**config.mk**
```make
export PLATFORM = sky130hd
export DESIGN_NAME = ifft_frame_capture
export DESIGN_NICKNAME = d
export VERILOG_FILES = /design/src/rtl/ifft_frame_capture.sv
export SDC_FILE = /design/constraint.sdc
export NUM_CORES = 1
export LEC_CHECK = 0
export CAP_MARGIN = 20
export CELL_PAD_IN_SITES_DETAIL_PLACEMENT = 1
export CELL_PAD_IN_SITES_GLOBAL_PLACEMENT = 1
export CORE_UTILIZATION = 40
export CTS_CLUSTER_DIAMETER = 80
export DETAILED_ROUTE_END_ITERATION = 10
export PLACE_DENSITY = 0.68
export SLEW_MARGIN = 20
export SYNTH_ARGS = -nofsm -noshare
export SYNTH_HDL_FRONTEND = slang
export SYNTH_SLANG_ARGS = --single-unit
```
**constraint.sdc**
```tcl
create_clock -name CLOCK_50 -period 6.65 [get_ports CLOCK_50]
set_input_delay 0.9975 -clock CLOCK_50 [delete_from_list [all_inputs] [get_ports CLOCK_50]]
set_output_delay 0.9975 -clock CLOCK_50 [all_outputs]
set_load 0.03 [all_outputs]
```
**src/rtl/ifft_frame_capture.sv**
```systemverilog
`default_nettype none
// ============================================================================
//  Module      : ifft_frame_capture
//  Description : Decimates the IFFT I/Q stream, waits for a rising crossing
//                of a programmable level (or a timeout), and freezes a
//                DEPTH-sample frame with PRE samples of pre-trigger history.
//                The frame is read through a registered port where logical
//                address 0 is the oldest stored sample.
//  Revision    : 1.0 - initial release
// ============================================================================
module ifft_frame_capture #(
    parameter int DEPTH   = 64,
    parameter int AW      = 6,
    parameter int DECIM   = 31,
    parameter int PRE     = 16,
    parameter int TIMEOUT = 4096
) (
    input  logic                CLOCK_50,
    input  logic                KEY,
    input  logic signed [7:0]   ifft_Iout,
    input  logic signed [7:0]   ifft_Qout,
    input  logic                ifft_valid,
    input  logic                ch_sel,
    input  logic signed [7:0]   trig_level,
    input  logic                arm,
    input  logic [AW-1:0]       rd_addr,
    output logic signed [7:0]   rd_data,
    output logic                frame_ready,
    output logic                busy,
    output logic                timed_out
);

    localparam int DCW = (DECIM > 1) ? $clog2(DECIM) : 1;
    localparam int TW  = (TIMEOUT > 1) ? $clog2(TIMEOUT) : 1;

    localparam logic [DCW-1:0] c_dec_last  = DCW'(DECIM - 1);
    localparam logic [AW-1:0]  c_pre       = AW'(PRE);
    localparam logic [AW-1:0]  c_pre_last  = AW'(PRE - 1);
    localparam logic [AW-1:0]  c_post_last = AW'(DEPTH - PRE - 2);
    localparam logic [TW-1:0]  c_to_last   = TW'(TIMEOUT - 1);

    typedef enum logic [2:0] {
        S_IDLE = 3'd0,
        S_PRE  = 3'd1,
        S_WAIT = 3'd2,
        S_POST = 3'd3,
        S_DONE = 3'd4
    } state_t;

    state_t                 state_q, state_d;
    logic [DCW-1:0]         dcnt_q, dcnt_d;
    logic [AW-1:0]          wp_q, wp_d;
    logic [AW-1:0]          cnt_q, cnt_d;
    logic [TW-1:0]          tcnt_q, tcnt_d;
    logic [AW-1:0]          trig_ptr_q, trig_ptr_d;
    logic signed [7:0]      prev_q, prev_d;
    logic signed [7:0]      rd_data_q, rd_data_d;
    logic                   frame_ready_q, frame_ready_d;
    logic                   busy_q, busy_d;
    logic                   timed_out_q, timed_out_d;

    logic                   tick;
    logic signed [7:0]      sample;
    logic                   crossing;
    logic                   mem_we;
    logic [AW-1:0]          rd_phys;

    logic signed [7:0]      mem [DEPTH];

    // Decimator, channel select, previous-sample tracking and trigger detect
    always_comb begin
        tick     = ifft_valid && (dcnt_q == c_dec_last);
        dcnt_d   = dcnt_q;
        if (ifft_valid) begin
            dcnt_d = tick ? '0 : dcnt_q + DCW'(1);
        end
        sample   = ch_sel ? ifft_Qout : ifft_Iout;
        prev_d   = tick ? sample : prev_q;
        crossing = (prev_q < trig_level) && (sample >= trig_level);
    end

    // Capture FSM next-state, pointer/counter updates and status flags
    always_comb begin
        state_d       = state_q;
        wp_d          = wp_q;
        cnt_d         = cnt_q;
        tcnt_d        = tcnt_q;
        trig_ptr_d    = trig_ptr_q;
        timed_out_d   = timed_out_q;
        busy_d        = busy_q;
        frame_ready_d = frame_ready_q;
        mem_we        = 1'b0;

        case (state_q)
            S_IDLE, S_DONE: begin
                if (arm) begin
                    state_d       = S_PRE;
                    wp_d          = '0;
                    cnt_d         = '0;
                    tcnt_d        = '0;
                    timed_out_d   = 1'b0;
                    busy_d        = 1'b1;
                    frame_ready_d = 1'b0;
                end
            end
            S_PRE: begin
                if (tick) begin
                    mem_we = 1'b1;
                    wp_d   = wp_q + AW'(1);
                    cnt_d  = cnt_q + AW'(1);
                    if (cnt_q == c_pre_last) begin
                        state_d = S_WAIT;
                    end
                end
            end
            S_WAIT: begin
                if (tick) begin
                    mem_we = 1'b1;
                    wp_d   = wp_q + AW'(1);
                    // A genuine crossing takes priority over the timeout
                    if (crossing || (tcnt_q == c_to_last)) begin
                        trig_ptr_d  = wp_q;
                        cnt_d       = '0;
                        state_d     = S_POST;
                        timed_out_d = !crossing;
                    end else begin
                        tcnt_d = tcnt_q + TW'(1);
                    end
                end
            end
            S_POST: begin
                if (tick) begin
                    mem_we = 1'b1;
                    wp_d   = wp_q + AW'(1);
                    cnt_d  = cnt_q + AW'(1);
                    if (cnt_q == c_post_last) begin
                        state_d       = S_DONE;
                        busy_d        = 1'b0;
                        frame_ready_d = 1'b1;
                    end
                end
            end
            default: begin
                state_d = S_IDLE;
                busy_d  = 1'b0;
            end
        endcase
    end

    // Logical-to-physical read mapping: trigger sample lands at logical PRE
    always_comb begin
        rd_phys   = trig_ptr_q - c_pre + rd_addr;
        rd_data_d = mem[rd_phys];
    end

    // Frame buffer write port; contents survive reset
    always_ff @(posedge CLOCK_50) begin
        if (mem_we) begin
            mem[wp_q] <= sample;
        end
    end

    // State and datapath registers with asynchronous active-low reset
    always_ff @(posedge CLOCK_50 or negedge KEY) begin
        if (!KEY) begin
            state_q       <= S_IDLE;
            dcnt_q        <= '0;
            wp_q          <= '0;
            cnt_q         <= '0;
            tcnt_q        <= '0;
            trig_ptr_q    <= '0;
            prev_q        <= '0;
            rd_data_q     <= '0;
            frame_ready_q <= 1'b0;
            busy_q        <= 1'b0;
            timed_out_q   <= 1'b0;
        end else begin
            state_q       <= state_d;
            dcnt_q        <= dcnt_d;
            wp_q          <= wp_d;
            cnt_q         <= cnt_d;
            tcnt_q        <= tcnt_d;
            trig_ptr_q    <= trig_ptr_d;
            prev_q        <= prev_d;
            rd_data_q     <= rd_data_d;
            frame_ready_q <= frame_ready_d;
            busy_q        <= busy_d;
            timed_out_q   <= timed_out_d;
        end
    end

    assign rd_data     = rd_data_q;
    assign frame_ready = frame_ready_q;
    assign busy        = busy_q;
    assign timed_out   = timed_out_q;

endmodule
`default_nettype wire

```
==> flow_summary.ini <==
[run_status]
outcome = complete, no violations

[sta]
final_max_slew_viol_count = 0
finalSetupViolCount = 0
setup_tns_ns = 0
worst_slew_pin_slew_ns = 1.14
max_slew_margin_pct = 23.8
rsz0062_at_grt = false
finClkSkew_ns = 0.0258
fin_crit_sh_pct = 66.0
fin_ws_ns = 2.26
period_minus_slack_ns = 4.39
clock.fmax_ghz = 0.228
hold_violations = 0

[floorplanning]
core_area_mm2 = 0.0576
die_w_um = 243
dieArea_mm2 = 0.0591
die_y_um = 243
initial_core_util_pct = 40.4
core.rowCount = 88
boundaryPins = 46

[route]
wl_per_cell_um = 26.5
drc = 0
drtIter0Drc = 1083
via_per_inst = 5.66
vias = 12000
drt-total-wl_mm = 56.1
dr.pass1.iters = 5
ant_nets = 0

[clocking]
cts_buffers = 58
clock_path_buffers = 3
cts-root-buf = clkbuf_16
cts_hold_buf = 0
post_cts_buffers = 0
cts_sinks = 569
cts_resized = 0
cts_tree = done
cts_max_level = 2
clk_latency_ns = 0.62
cts.clk_slew.worst_paths_ns = 0.06

[synth]
synth_cell_types = 60
synth_cells = 1230
netlist_top_cells_area = edfxtp_1, mux4_2, dfrtp_1, ha_1, nor2_1
ys_ff_latch = 569
synthesis.area_mm2 = 0.0232
synthAdderAreaFrac_pct = 1.70
yosysTopAreaCellShare_pct = 66.1
yosys.area.top_type = edfxtp_1
yosysWarnings = 0
synthMuxAreaShare_pct = 16.4
synth_top_family_by_area = multiplexers
ys_async_sr_fraction_pct = 10.0
ys_seq_area_share_pct = 72.3
avgSynthCellArea_um2 = 18.9
synth_nets = 1296
synth_flop_cell = edfxtp_1
yosys.area_share.simple_pct = 4.72
synth_compound_area_share_pct = 3.01
synth_edf_count = 512
synthXorXnorAreaFrac_pct = 0.334

[cells_and_area]
drive_gt1_share_pct = 21.1
synthToLayoutAreaGrowth_pct = 14.3
final_common_cell = edfxtp_1
antenna_cells = 0
most-common-layout-cells = edfxtp_1, mux4_2, nor2_1, nand2_1, clkbuf_16
fin_nets = 1367

[power_and_ir_drop]
power.density_mw_per_mm2 = 309
p_leak_nw = 8.81
max-vdd-ir-drop_mv = 0.219

[setup_path]
r2r-start = dcnt_q[0]
worstSetupPathType = input port to flop
critPathCaptureType = flop
reg2reg_depth = 8
rr_endpoint = mem[55][7]
crit_fanout = 43
cp.arrival_ns = 4.88
regToRegSetupSlack_ns = 2.51
required_ns = 7.14
cp-start-kind = input port

[min_path]
hold_class = flop to flop
worstHoldStart = tcnt_q[8]
hold_depth = 1
min_to = tcnt_q[8]

[global_routing]
grt_pass1_wl_mm = 84.3
grt_max_degree = 67
grt_pass1_vias = 12900
overflow = 0
grt_use_total_pct = 19.4
antenna_found_initial = 0

[job]
maxCapViolCount = 0

[placement]
dpl_worst_slack_ns = 1.55
hpwl_mm = 34.4
io_buffers = 45
place.gp.congestion = 0.826
==> stage by stage <==
step | hold WS [ns] | power [mW] | std cells | util [%] | area, um2
finish | 0.491 | 8.21 | 2113 | 46.1 | 26600
floorplan | 0.437 | 4.69 | 1230 | - | 23200
global placement | 0.453 | 5.04 | 2004 | 42.8 | 24700
CTS | 0.496 | 8.28 | 2112 | 46.1 | 26600
global route | 0.520 | 8.47 | 2113 | 46.1 | 26600
detailed placement | 0.476 | 5.07 | 2005 | 42.9 | 24700
==> synthesized netlist by cell type, types with 6 or more instances <==
library cell / number
a21o_1: 7
a21oi_1: 10
and3_1: 9
buf_2: 19
clkbuf_1: 27
dfrtp_1: 57
edfxtp_1: 512
ha_1: 30
inv_1: 27
mux2_2: 20
mux2i_1: 25
mux4_1: 6
mux4_2: 141
nand2_1: 73
nand3_1: 19
nand4_1: 10
nor2_1: 98
nor2b_1: 7
o21ai_0: 35
o22ai_1: 6
o31ai_1: 9
==> per-layer routing <==
metal / vias up / global-route usage [%] / routed length (um)
met5: - / 0 / 0
met1: 6365 / 26.7 / 24000
met3: 86 / 3.49 / 3520
met4: 0 / 6.12 / 1560
li1: 5102 / - / -
met2: 398 / 31.2 / 27000
==> logic make-up after synthesis <==
family	Yosys count
and+or+nand+nor	246
muxes	192
DFF	569
buffers and inverters	84
xor gates and xnor gates	8
AOI/OAI and AO/OA	100
adders and majority gates	31
==> worst max-delay path by stage <==
| stage | to | slack (ns) | startpoint | cells past startpoint |
|---|---|---|---|---|
| finish | rd_data[0] | 2.26 | rd_addr[1] | 12 |
| detailed placement | tcnt_q[6] | 1.55 | ch_sel | 11 |
| floorplan | tcnt_q[6] | 2.68 | ch_sel | 11 |
| global route | tcnt_q[6] | 1.94 | ch_sel | 11 |
| global placement | rd_data[0] | 1.65 | rd_addr[1] | 12 |
| CTS | tcnt_q[6] | 2.20 | ch_sel | 11 |
==> power by group <==
group | leakage (nW) | internal (mW) | switching (mW)
Combinational | 2.54 | 0.348 | 0.565
Sequential | 5.35 | 3.99 | 0.0783
Clock | 0.916 | 1.86 | 1.38
Total | 8.81 | 6.19 | 2.02
==> critical path, stage by stage <==
cell	delay, ns
clkdlybuf4s50_1	0.43
ha_1	0.33
ha_4	0.13
inv_1	0.05
fa_4	1.19
buf_12	0.35
mux4_2	0.36
mux4_1	0.52
nand2_1	0.13
nand2_1	0.07
nand2_1	0.15
o21ai_0	0.11
==> sequential cells by signal (all words and copies together) (netlist names), 3 cells and up <==
signal / flops
mem: 512
tcnt_q: 12
prev_q: 8
rd_data: 8
cnt_q: 6
trig_ptr_q: 6
wp_q: 6
dcnt_q: 5
state_q: 3
==> area by class of cell <==
cell class | count | area, um2
Fill cell | 5354 | 31000
Sequential cell | 569 | 16800
Multi-Input combinational cell | 577 | 6150
Clock buffer | 70 | 1520
Tap cell | 765 | 957
Timing Repair Buffer | 68 | 688
Clock inverter | 37 | 357
Inverter | 27 | 103
Power figures use the tool's default switching activity.
